File: src/rtl/al4s3b_counter_pkg.sv
// Shared constants for the Wishbone counter register block: register map,
// control/status bit positions and the filler value for unmapped reads.
package al4s3b_counter_pkg;

    localparam int unsigned ADR_ID      = 0;
    localparam int unsigned ADR_REV     = 1;
    localparam int unsigned ADR_SET_RST = 2;
    localparam int unsigned ADR_EN      = 3;
    localparam int unsigned ADR_ERR     = 4;
    localparam int unsigned ADR_CNT     = 5;
    localparam int unsigned ADR_DEBUG   = 6;

    localparam int CLR_BIT  = 0;
    localparam int LOAD_BIT = 1;
    localparam int EN_BIT   = 0;
    localparam int SAT_BIT  = 1;
    localparam int OVF_BIT  = 0;
    localparam int ILL_BIT  = 1;

    localparam logic [31:0] DEF_REG_VALUE = 32'hFABD_EFAC;

    // SET_RST is write-only but still a legal target; ID/REV and holes are not.
    function automatic logic reg_writable(input int unsigned adr);
        return (adr >= ADR_SET_RST) && (adr <= ADR_DEBUG);
    endfunction

endpackage

File: src/rtl/al4s3b_cnt32_core.sv
// Free-running counter datapath: clear > load > increment > hold, with
// optional saturation at all-ones and a pulse on every wrap/saturate event.
module al4s3b_cnt32_core #(
    parameter int W = 32
) (
    input  logic         i_clk,
    input  logic         i_rst_n,
    input  logic         i_clr,
    input  logic         i_load,
    input  logic [W-1:0] i_load_val,
    input  logic         i_en,
    input  logic         i_sat,
    output logic [W-1:0] o_count,
    output logic         o_wrap_pulse
);
    logic [W-1:0] r_cnt;
    logic         w_at_max;

    assign w_at_max     = &r_cnt;
    // Clear/load take the cycle, so no overflow is flagged when they coincide.
    assign o_wrap_pulse = i_en & w_at_max & ~i_clr & ~i_load;
    assign o_count      = r_cnt;

    always_ff @(posedge i_clk or negedge i_rst_n) begin
        if (!i_rst_n) begin
            r_cnt <= '0;
        end else if (i_clr) begin
            r_cnt <= '0;
        end else if (i_load) begin
            r_cnt <= i_load_val;
        end else if (i_en && !(w_at_max && i_sat)) begin
            r_cnt <= r_cnt + 1'b1;
        end
    end

endmodule

File: src/rtl/al4s3b_wb_counter_regs.sv
// Wishbone client owning the 32-bit fabric counter: ID/REV, enable, clear/load,
// preload, sticky RW1C error status and a debug scratch register.
module al4s3b_wb_counter_regs #(
    parameter int              ADDRWIDTH     = 7,
    parameter int              DATAWIDTH     = 32,
    parameter logic [15:0]     DEVICE_ID     = 16'h0,
    parameter logic [31:0]     REV_LEVEL     = 32'h0,
    parameter logic [DATAWIDTH-1:0] DEF_REG_VALUE = al4s3b_counter_pkg::DEF_REG_VALUE
) (
    input  logic                   WB_CLK,
    input  logic                   WB_RST_N,
    input  logic [ADDRWIDTH-1:0]   WBs_ADR,
    input  logic                   WBs_CYC,
    input  logic                   WBs_STB,
    input  logic                   WBs_WE,
    input  logic [DATAWIDTH/8-1:0] WBs_BYTE_STB,
    input  logic [DATAWIDTH-1:0]   WBs_WR_DAT,
    output logic [DATAWIDTH-1:0]   WBs_RD_DAT,
    output logic                   WBs_ACK,
    output logic [DATAWIDTH-1:0]   count,
    output logic [31:0]            Device_ID
);
    import al4s3b_counter_pkg::*;

    logic                 r_ack;
    logic [DATAWIDTH-1:0] r_rd_dat;
    logic [1:0]           r_en;
    logic [1:0]           r_err;
    logic [DATAWIDTH-1:0] r_preload;
    logic [DATAWIDTH-1:0] r_debug;
    logic                 r_clr;
    logic                 r_load;

    int unsigned          w_adr;
    logic                 w_req, w_wr;
    logic                 w_wr_set, w_wr_en, w_wr_err, w_wr_cnt, w_wr_dbg, w_wr_ill;
    logic                 w_wrap;
    logic [1:0]           w_err_nxt;
    logic [DATAWIDTH-1:0] w_rd_mux;
    logic [DATAWIDTH-1:0] w_count;

    function automatic logic [DATAWIDTH-1:0] f_merge(
        input logic [DATAWIDTH-1:0]   old_v,
        input logic [DATAWIDTH-1:0]   new_v,
        input logic [DATAWIDTH/8-1:0] be
    );
        f_merge = old_v;
        for (int b = 0; b < DATAWIDTH/8; b++)
            if (be[b]) f_merge[8*b +: 8] = new_v[8*b +: 8];
    endfunction

    // Masking with ~ACK turns a held strobe into one ACK every other cycle.
    assign w_adr    = 32'(WBs_ADR);
    assign w_req    = WBs_CYC & WBs_STB & ~r_ack;
    assign w_wr     = w_req & WBs_WE;
    assign w_wr_set = w_wr & (w_adr == ADR_SET_RST) & WBs_BYTE_STB[0];
    assign w_wr_en  = w_wr & (w_adr == ADR_EN) & WBs_BYTE_STB[0];
    assign w_wr_err = w_wr & (w_adr == ADR_ERR) & WBs_BYTE_STB[0];
    assign w_wr_cnt = w_wr & (w_adr == ADR_CNT);
    assign w_wr_dbg = w_wr & (w_adr == ADR_DEBUG);
    assign w_wr_ill = w_wr & ~reg_writable(w_adr);

    assign WBs_ACK    = r_ack;
    assign WBs_RD_DAT = r_rd_dat;
    assign count      = w_count;
    assign Device_ID  = {16'h0, DEVICE_ID};

    always_comb begin
        w_rd_mux = DEF_REG_VALUE;
        case (w_adr)
            ADR_ID:      w_rd_mux = DATAWIDTH'({16'h0, DEVICE_ID});
            ADR_REV:     w_rd_mux = DATAWIDTH'(REV_LEVEL);
            ADR_SET_RST: w_rd_mux = '0;
            ADR_EN:      w_rd_mux = DATAWIDTH'(r_en);
            ADR_ERR:     w_rd_mux = DATAWIDTH'(r_err);
            ADR_CNT:     w_rd_mux = w_count;
            ADR_DEBUG:   w_rd_mux = r_debug;
            default:     ;
        endcase
    end

    // New error events override a same-cycle write-one-to-clear.
    always_comb begin
        w_err_nxt = r_err;
        if (w_wr_err) w_err_nxt = r_err & ~WBs_WR_DAT[1:0];
        if (w_wrap)   w_err_nxt[OVF_BIT] = 1'b1;
        if (w_wr_ill) w_err_nxt[ILL_BIT] = 1'b1;
    end

    always_ff @(posedge WB_CLK or negedge WB_RST_N) begin
        if (!WB_RST_N) begin
            r_ack     <= 1'b0;
            r_rd_dat  <= '0;
            r_en      <= '0;
            r_err     <= '0;
            r_preload <= '0;
            r_debug   <= '0;
            r_clr     <= 1'b0;
            r_load    <= 1'b0;
        end else begin
            r_ack  <= w_req;
            r_clr  <= w_wr_set & WBs_WR_DAT[CLR_BIT];
            r_load <= w_wr_set & WBs_WR_DAT[LOAD_BIT];
            r_err  <= w_err_nxt;
            if (w_req)    r_rd_dat  <= w_rd_mux;
            if (w_wr_cnt) r_preload <= f_merge(r_preload, WBs_WR_DAT, WBs_BYTE_STB);
            if (w_wr_dbg) r_debug   <= f_merge(r_debug, WBs_WR_DAT, WBs_BYTE_STB);
            if (w_wr_en) begin
                r_en[EN_BIT]  <= WBs_WR_DAT[EN_BIT];
                r_en[SAT_BIT] <= WBs_WR_DAT[SAT_BIT];
            end
        end
    end

    al4s3b_cnt32_core #(.W(DATAWIDTH)) u_core (
        .i_clk        (WB_CLK),
        .i_rst_n      (WB_RST_N),
        .i_clr        (r_clr),
        .i_load       (r_load),
        .i_load_val   (r_preload),
        .i_en         (r_en[EN_BIT]),
        .i_sat        (r_en[SAT_BIT]),
        .o_count      (w_count),
        .o_wrap_pulse (w_wrap)
    );

endmodule

File: config.mk
export PLATFORM = sky130hd
export DESIGN_NAME = al4s3b_wb_counter_regs
export DESIGN_NICKNAME = d
export VERILOG_FILES = /design/src/rtl/al4s3b_counter_pkg.sv /design/src/rtl/al4s3b_cnt32_core.sv /design/src/rtl/al4s3b_wb_counter_regs.sv
export SDC_FILE = /design/constraint.sdc
export NUM_CORES = 1
export LEC_CHECK = 0
export ABC_CLOCK_PERIOD_IN_PS = 1950
export BUFFER_PORTS_ARGS = -buffer_cell sky130_fd_sc_hd__buf_2
export CAP_MARGIN = 15
export CORE_MARGIN = 2
export CORE_UTILIZATION = 49
export CTS_CLUSTER_DIAMETER = 40
export DETAILED_ROUTE_END_ITERATION = 10
export PLACE_DENSITY = 0.87
export SYNTH_ARGS = -nofsm -noshare
export SYNTH_HDL_FRONTEND = slang
export SYNTH_SLANG_ARGS = --single-unit
export TNS_END_PERCENT = 30
File: constraint.sdc
create_clock -name WB_CLK -period 1.95 [get_ports WB_CLK]
set_input_delay 0.195 -clock WB_CLK [delete_from_list [all_inputs] [get_ports WB_CLK]]
set_output_delay 0.195 -clock WB_CLK [all_outputs]
set_load 0.01 [all_outputs]
# Yosys cells after proc, flatten, opt, wreduce, memory -nomap -nowiden
# Cells that the tools add are included.
# word_totals
ff_bits	135
latch_bits	0
mem_bits_rw	0
mem_bits_ro	0
word_cells	73
memories	0
# op_classes
addsub	1
mul	0
div_mod_pow	0
n_lt_le_gt_ge	2
eq_ne	6
shift	0
n_mux	7
bitwise	23
reduce_logical	18
# op_table
op	count
one-hot mux 32 bit (5 select lines)	1
two-way mux 32 bit	3
adder 32 x 1 -> 32 bit (second input constant)	1
zero test 32 bit	1
AND reduction 32 bit	1
== test 7 x 3 -> 1 bit (second input constant)	3
AND 1 bit	17
AND reduction 2 bit	8
== test 7 x 2 -> 1 bit (second input constant)	2
== test 7 x 1 -> 1 bit (second input constant)	1
>= comparator 7 x 2 -> 1 bit (second input constant)	1
less-or-equal comparator 7 x 3 -> 1 bit (second input constant)	1
inverter 1 bit	4
nonzero test 2 bit	2
logical AND 1 bit	3
nonzero test 3 bit	1
OR reduction 3 bit	1
AND 2 bit	1
two-way mux 1 bit	2
two-way mux 2 bit	1
inverter 2 bit	1
zero test 1 bit	1

# Depth between registers and ports, before layout
# Gate-level depths: netlist of the first run.
# depth
ltp_word	7
mapped_depth	9

# By module
# Synthesis of the first run repeated with hierarchy kept, for this count alone.
# hier_totals
hier_cells	707
area_unflattened_um2	6969.2
# by_module_without_submodules
module	n_inst	cells_each	area_per_inst_um2	seq_area_each_um2
al4s3b_wb_counter_regs	1	429	4657.0	2577.5
al4s3b_cnt32_core	1	278	2312.2	800.8

# Worst setup path after synthesis of the first run
# Ideal clock, no wire load.
# synth_timing
path_type	register to register
from	register u_core.r_cnt[0], in the netlist u_core.o_count[0]
to	register u_core.r_cnt[23], in the netlist u_core.o_count[23]
setup_ps	124
arrival_time_ps	2087
required_time_ps	1826
setup_slack_ps	-260
path_stages_with_launch	9
period_less_slack_ps	2210
path_cell_list	dfrtp_1 > ha_1 > nand3_1 > or4_1 > buf_2 > o31ai_4 > buf_6 > nor4_1 > o31a_1
# synth_via
elab_chain_cells	5
word_cells_on_any_way	9
cone_classes	add/sub: 1; mux: 3; reduce/logical: 5
# synth_rtl
item	line_no	source
start, declared	al4s3b_cnt32_core.sv:16	logic [W-1:0] r_cnt;
start signal, assigned	al4s3b_cnt32_core.sv:30	r_cnt <= i_load_val;
start signal, assigned	al4s3b_cnt32_core.sv:32	r_cnt <= r_cnt + 1'b1;
parallel branches: the longest is 5 deep, another holds adder 32 x 1 -> 32 bit	--	
# Parallel ways; which one is timed is not known. The select of a mux whose other input is x is not followed.
# A chain may end at the register's enable or synchronous reset.

# Final worst setup path of the first run
# layout_timing
from	register u_core.r_cnt[1], in the netlist u_core.o_count[1]
to	register u_core.r_cnt[26], in the netlist u_core.o_count[26]
# The elaborated chain is that of the path after synthesis.

==> results.md, run 1 <==
* Setup Skew at a little over 0.005 ns
* Fin crit share at 108%
* Pre-CTS setup slack at -0.115 ns
* Met3 Use GR at 6.70%
* Synth Area in Compound Gates at between 10% and 20%
* Multi-input gate area at between 2000 and 3000 um2
* Final Instance Area at 8670 um2
* CP max-delay cell: or4_4
* Setup ws final at -0.162 ns
* Final setup fails at 31
* Avg Inst Size Synth at about 11 um2
* Flop pwr share at a little over two fifths
* Clk pwr share at between 50% and 60%
* Ys Warns at 0
* I/O pins at roughly 150
* Worst-path maximum fanout at 8
* Placed insts at approximately 950
* VDD IR-drop max at slightly below 0.6 mV
* Clock Pin Slew Worst Setup and Hold Paths at around 0.060 ns
* FF+latch count, synth at around 140
* I/O Buffers at roughly 110
* Drt pass-1 iters at 6
* DR WL/cell at about 19 um
* Routed Antenna Nets at 0
* WP data required at 2.24 ns
* Internal power at 5190 uW
* Nets at 853
* Worst-Margin Slew at roughly 0.53 ns
* Pin count of the biggest net entering global routing at between 50 and 60
* Power Density at approximately 770 nW/um2
* Number of synthesized flops with an enable pin at 0
* Total grt overflow at 0
* Area growth syn-to-layout at 32.9%
* Share of cells above drive strength 1 at 41.5%
* Max Cap Viol at 0
* DRC errors left at 0
* Delay-heaviest family, CP: compound AO/OA/AOI/OAI gates
* First-pass GRT wire length at between 30 and 40 mm
* Status: complete, but fails checks
* Busiest metal layer after global routing: met2
* CTS sink cnt at 135
* Fmax at 0.474 GHz
* Hold_ws at 0.0145 ns
* Post-Route WL at between 15 and 20 mm
* Mux cell area share after synthesis at roughly 11%
* Xor and xnor area share after synthesis at less than 1%
* Most frequent cells in the layout: dfrtp_1 (132), buf_2 (111), buf_4 (84), mux2_2 (63), nor2_1 (58)
* Number of global-route vias before repair at between 5000 and 6000
* RSZ-0062 raised after global routing: true
* Detailed router's first-iteration violation count at around 520
* Crit end category: flop
* Endpoints failing hold at 0
* Area after DPL at between 7000 and 8000 um2
* Via count at between 5000 and 6000
* CTS buffer count at 17
* Slew HR at between 60% and 70%
* Post-Synth Adder-Cell Area at 0.192%
* Clk buf depth at 2
* Met2 usage at 44.9%
* Fillers at roughly 1000
* Worst-skew pair later-pin latency at approximately 0.43 ns
* Via density at around 6
* Commonest non-fill, non-tap cell in the layout: dfrtp_1
* WP data arrival at about 2.4 ns
* Final Non-Filler Cells at roughly 990
* CTS tree: done
* Die area at ~14000 um2
* Failing checks: negative setup slack
* NetSw at between 1000 and 1500 uW
* Worst Hold Class: in2reg
* Fraction of the mapped netlist area in simple logic gates at ~14%
* Row count at 42
* Top FF cell, synth: dfrtp_1
* Placer Congestion at ~0.95
* CTS root buffer: clkbuf_16
* Sequential share of the synthesized area at between 50% and 60%
* Setup TNS Final at -3.16 ns
* Initial antenna violation count at 0
* Crit path cell chain: ha_4 -> nand3_2 -> or4_4 -> o31ai_4 -> a21o_1 -> buf_4 -> o21ai_0
* Total inserted antenna cells at 0
* Initial core utilization at between 40% and 50%
* Yosys cell types at around 60
* Asr flop ratio synth at 100%
* M1 GR Usage at between 30% and 40%
* Sw frac at between 20% and 30%
* Die Height at ~120 um
* CP Launch Type: flop
* H-tree depth at 4
* Largest family of logic cells by synthesized area: compound AO/OA/AOI/OAI gates
* P_leak at between 0.004 and 0.005 uW
* Mapped Cells at ~610
* Die X-Extent at between 100 and 150 um
* Min Tclk post-route at around 2.1 ns
* Sequential cell area at 3380 um2
* Placeable Area at around 13000 um2
* Comb pwr share at ~5.6%
* Post-DP HPWL at around 13 mm
* Worst Path Buf+Inv at 1
* CP max stage delay at ~0.51 ns
* Crit Path Class: reg2reg
* Slew Limit Fails at 0
* Netlist Area Pre-Place at between 6000 and 7000 um2
* Gr usage total at a little over a quarter
-- final cells by class --
cell class | instances | share of cell area [%]
sequential | 135 | 39.0
multi-input combinational | 427 | 34.0
timing repair buffer | 212 | 16.7
clock buffer | 20 | 5.27
tap | 176 | 2.54
clock inverter | 12 | 2.02
inverter | 11 | 0.476
-- per-layer routing --
metal	vias up	routed length (um)
met5	-	0
met4	0	589
met1	2923	7660
met2	363	9410
li1	2591	-
met3	62	1620
-- power groups by stage --
stage               clock network [uW]  registers, uW  logic, uW
detailed placement                   0           2940        360
global route                      3590           2890        411
finish                            3400           2890        373
global placement                     0           2930        353
CTS                               3430           2890        368
floorplan                            0           2960        162
-- sequential cells by signal, summed over array words and instances (netlist names) --
name	flops
r_debug	32
r_clr	1
r_err	2
r_preload	32
WBs_RD_DAT	32
r_load	1
WBs_ACK	1
r_en	2
u_core.o_count	32
-- metrics by stage --
stage                     total power [uW]  utilization, %
final                                 6660            66.0
after global routing                  6900            66.0
after CTS                             6680            65.4
after detailed placement              3300            59.7
after global placement                3290            59.7
after floorplan                       3120               -
-- path summary, 6_finish.rpt --
| check | start | to | slack [ns] | cells past startpoint |
|---|---|---|---|---|
| max | u_core.o_count[1] | u_core.o_count[26] | -0.16 | 7 |
| min | WBs_WR_DAT[8] | r_preload[8] | 0.01 | 2 |
| max reg2reg | u_core.o_count[1] | u_core.o_count[26] | -0.16 | 7 |
| min reg2reg | WBs_RD_DAT[17] | WBs_RD_DAT[17] | 0.47 | 2 |
| max in group asynchronous | WB_RST_N | r_debug[23] | 1.05 | 3 |
| min in group asynchronous | WB_RST_N | r_err[1] | 0.31 | 2 |
-- cells in the mapped netlist, types with 3 or more instances --
| library cell | count | share of area, % |
|---|---|---|
| dfrtp_1 | 135 | 52 |
| mux2_2 | 63 | 11 |
| nor2_1 | 60 | 3.5 |
| nand2_1 | 46 | 2.6 |
| buf_4 | 33 | 3.8 |
| o21ai_0 | 33 | 2.5 |
| a221oi_1 | 23 | 3.1 |
| clkbuf_1 | 23 | 1.3 |
| nand3_1 | 20 | 1.5 |
| a21oi_1 | 14 | 1.1 |
| inv_1 | 11 | 0.63 |
| o211ai_1 | 10 | 1.2 |
| a22oi_1 | 9 | 1.0 |
| nor3_1 | 9 | 0.69 |
| o31a_1 | 9 | 1.2 |
| and4_1 | 8 | 1.1 |
| nor4_1 | 8 | 0.77 |
| nand4_1 | 7 | 0.67 |
| o311ai_0 | 7 | 0.94 |
| buf_2 | 5 | 0.38 |
| a21o_1 | 4 | 0.46 |
| nor2_2 | 4 | 0.38 |
| o2bb2ai_1 | 4 | 0.54 |
| a32o_1 | 3 | 0.46 |
| and3_1 | 3 | 0.29 |
| nand2b_1 | 3 | 0.29 |
| o31ai_1 | 3 | 0.35 |
| o41a_1 | 3 | 0.52 |
| o41ai_1 | 3 | 0.40 |
| or4_1 | 3 | 0.35 |
-- cells by family (layout without fill, tap and decap cells) --
logic type	after synthesis	in the layout
AO/OA/AOI/OAI	142	142
XOR/XNOR	1	1
adder cells (fa/ha/maj)	1	1
buffers and inverters	75	255
flip-flops	135	135
multiplexers	64	64
other	1	32
AND/OR/NAND/NOR	187	187
-- repair_timing --
item                                    CTS  global route
pin swaps                                 7             5
gates resized for setup                  17            20
buffers inserted                          5             1
hold buffers                              1             0
endpoints found under the setup margin   31            52
endpoints found under the hold margin    52             0
cloned                                    1             0
No activity file was read; power rests on OpenSTA's default activity.
==> run 2: changes to the inputs <==
--- a/config.mk
+++ b/config.mk
@@ -12,6 +12,7 @@
 export CORE_UTILIZATION = 49
 export CTS_CLUSTER_DIAMETER = 40
 export DETAILED_ROUTE_END_ITERATION = 10
+export HOLD_SLACK_MARGIN = 0.15
 export PLACE_DENSITY = 0.87
 export SYNTH_ARGS = -nofsm -noshare
 export SYNTH_HDL_FRONTEND = slang
==> run 2 against run 1 <==
  * The run still ends with negative setup slack left
  * Critical path depth unchanged
  * Sequential share of layout area decreased by 1.4 points
  * Via count increased by 3.0%
  * Flip-flop and latch count unchanged
  * Global-route usage increased by 0.27 points
  * Die area unchanged
  * Utilization increased by 2.4 points
  * Worst setup slack improved by 0.0036 ns
  * Cell count increased by 3.2%
  * Combinational power increased by 14%
  * Non-clock buffer count increased by 32
  * Power increased by 0.89%
  * Critical path type unchanged
  * Largest cell class unchanged
==> results.md, run 2 (synthesis results as in run 1) <==
* Status: complete, but fails checks
* Failing checks: negative setup slack
* Worst Path Buf+Inv at 1 (unchanged)
* CP Launch Type: flop
* Routed Antenna Nets at 0 (unchanged)
* Final Non-Filler Cells at 1025 (+3.2%)
* CTS tree: done
* DR WL/cell at 19.1 um (-1.5%)
* Fin util at 68.4% (+2.4 points)
* Internal power at 5240 uW (+0.80%)
* Share of cells above drive strength 1 at 39.9% (-1.6 points)
* Max Cap Viol at 0 (unchanged)
* Endpoints failing hold at 0 (unchanged)
* Area growth syn-to-layout at 37.9%
* Flop pwr share at 43.0% (-0.4 points)
* CP max stage delay at 0.51 ns (about the same)
* Row count at 42 (unchanged)
* Setup Skew at 0.00484 ns (-0.000266 ns)
* WP data required at 2.24 ns (about the same)
* Placeable Area at 13100 um2 (unchanged)
* CTS root buffer: clkbuf_16
* Crit Path Class: reg2reg
* Detailed router's first-iteration violation count at 647 (+25%)
* H-tree depth at 4 (unchanged)
* Die area at 14200 um2 (unchanged)
* Fmax at 0.474 GHz (+0.17%)
* Slew HR at 65.1% (+0.28 points)
* Initial antenna violation count at 0 (unchanged)
* Worst-path maximum fanout at 8 (unchanged)
* Via count at 6116 (+3.0%)
* Pin count of the biggest net entering global routing at 56 (unchanged)
* VDD IR-drop max at 0.610 mV (+3.8%)
* Drt pass-1 iters at 5 (-1)
* HP Start: WBs_ADR[2]
* NetSw at 1490 uW (+1.2%)
* Post-Route WL at 19.6 mm (+1.7%)
* I/O pins at 145 (unchanged)
* Worst setup startpoint: u_core.o_count[1]
* Nets at 885 (+3.8%)
* First-pass GRT wire length at 30.7 mm (+1.4%)
* I/O Buffers at 112 (unchanged)
* CTS sink cnt at 135 (unchanged)
* DRC errors left at 0 (unchanged)
* Final setup fails at 31 (unchanged)
* Via density at 5.97 (-0.23%)
* Total inserted antenna cells at 0 (unchanged)
* CTS buffer count at 17 (unchanged)
* Setup ws final at -0.158 ns (+0.00356 ns)
* RSZ-0062 raised after global routing: true
* Worst Hold Class: in2reg
* CP max-delay cell: or4_4
* Placed insts at 953 (unchanged)
* Total grt overflow at 0 (unchanged)
* Crit path cell chain: ha_4 -> nand3_2 -> or4_4 -> o31ai_4 -> a21o_1 -> buf_4 -> o21ai_0
* Number of global-route vias before repair at 5992 (+2.6%)
* Clock Pin Slew Worst Setup and Hold Paths at 0.06 ns (about the same)
* Pre-CTS setup slack at -0.115 ns (unchanged)
* Fin crit share at 108% (-0.18 points)
* Die X-Extent at 119 um (unchanged)
* WP data arrival at 2.40 ns (about the same)
* Worst-Margin Slew at 0.524 ns (-0.00417 ns)
* Die Height at 119 um (unchanged)
* Clk pwr share at 50.7% (-0.3 points)
* Commonest non-fill, non-tap cell in the layout: dfrtp_1
* Crit end category: flop
* Min Tclk post-route at 2.11 ns (-0.00356 ns)
* Post-DP HPWL at 12.9 mm (unchanged)
* Gr usage total at 27.7% (+0.27 points)
* Placer Congestion at 0.953 (unchanged)
* Slew Limit Fails at 0 (unchanged)
* R2r startpoint: u_core.o_count[1]
* Initial core utilization at 49.6% (unchanged)
* Delay-heaviest family, CP: compound AO/OA/AOI/OAI gates
* Power Density at 748 nW/um2 (-2.7%)
* Most frequent cells in the layout: dfrtp_1 (132), buf_2 (111), buf_4 (84), mux2_2 (63), nor2_1 (58)
* Comb pwr share at 6.3% (+0.7 points)
* P_leak at 0.00417 uW (+3.3%)
* Clk buf depth at 2 (unchanged)
* Worst-skew pair later-pin latency at 0.43 ns (about the same)
* Sw frac at 22.1% (+0.065 points)
run 2: cell types whose count changed in the layout (fill, tap and decap cells not counted):
cell           before  now
dlygate4sd3_1       1   33
run 2: worst reg2reg max path, delay by kind of cell, from the launching register on:
family,cells,cell delay [ns]
flops,1,0.39
buf+inv,1,0.18
fa+ha+maj,1,0.15
compound gates,3,0.66
simple gates,2,0.59
run 2: metrics by stage:
stage / TNS, ns / area (um2) / total power [uW] / hold slack, ns
6_report: -3.11 / 8990 / 6720 / 0.191
5_1_grt: -4.95 / 8990 / 6950 / 0.170
4_1_cts: -0.885 / 8910 / 6730 / 0.164
3_5_place_dp: -1.97 / 7840 / 3300 / 0.191
3_3_place_gp: -0.807 / 7840 / 3290 / 0.192
2_1_floorplan: -4.40 / 6680 / 3120 / -0.101
run 2: area by class of cell:
class                           count  area [um2]
Clock buffer                       20         457
Fill cell                         953        4150
Sequential cell                   135        3380
Tap cell                          176         220
Inverter                           11        41.3
Clock inverter                     12         175
Multi-Input combinational cell    427        2950
Timing Repair Buffer              244        1770
run 2: path summary, 6_finish.rpt:
kind,endpoint,slack (ns),cells past startpoint
setup / recovery,u_core.o_count[4],-0.16,7
hold / removal,r_load,0.19,3
setup reg to reg,u_core.o_count[4],-0.16,7
hold reg to reg,WBs_RD_DAT[17],0.47,2
max in group asynchronous,WBs_RD_DAT[21],1.05,3
min in group asynchronous,r_err[1],0.30,2
run 2: power groups by stage:
stage / registers (uW) / logic, uW / clock network (uW)
6_report: 2890 / 424 / 3410
4_1_cts: 2890 / 418 / 3430
3_5_place_dp: 2940 / 360 / 0
2_1_floorplan: 2960 / 162 / 0
5_1_grt: 2890 / 465 / 3590
3_3_place_gp: 2930 / 353 / 0
run 2: metal layers:
| metal | track usage, % | vias up | routed length (um) |
|---|---|---|---|
| li1 | - | 2658 | - |
| met1 | 35.4 | 3040 | 7840 |
| met2 | 45.9 | 357 | 9600 |
| met3 | 6.18 | 61 | 1560 |
| met4 | 11.3 | 0 | 604 |
| met5 | 0 | - | 0 |
run 2: what timing repair did:
item	4_1_cts	5_1_grt
gates cloned	1	0
endpoints found under the hold margin	157	0
hold buffers	33	0
setup buffers	5	1
pin swaps	7	5
endpoints found under the setup margin	31	51
resized for setup	17	20
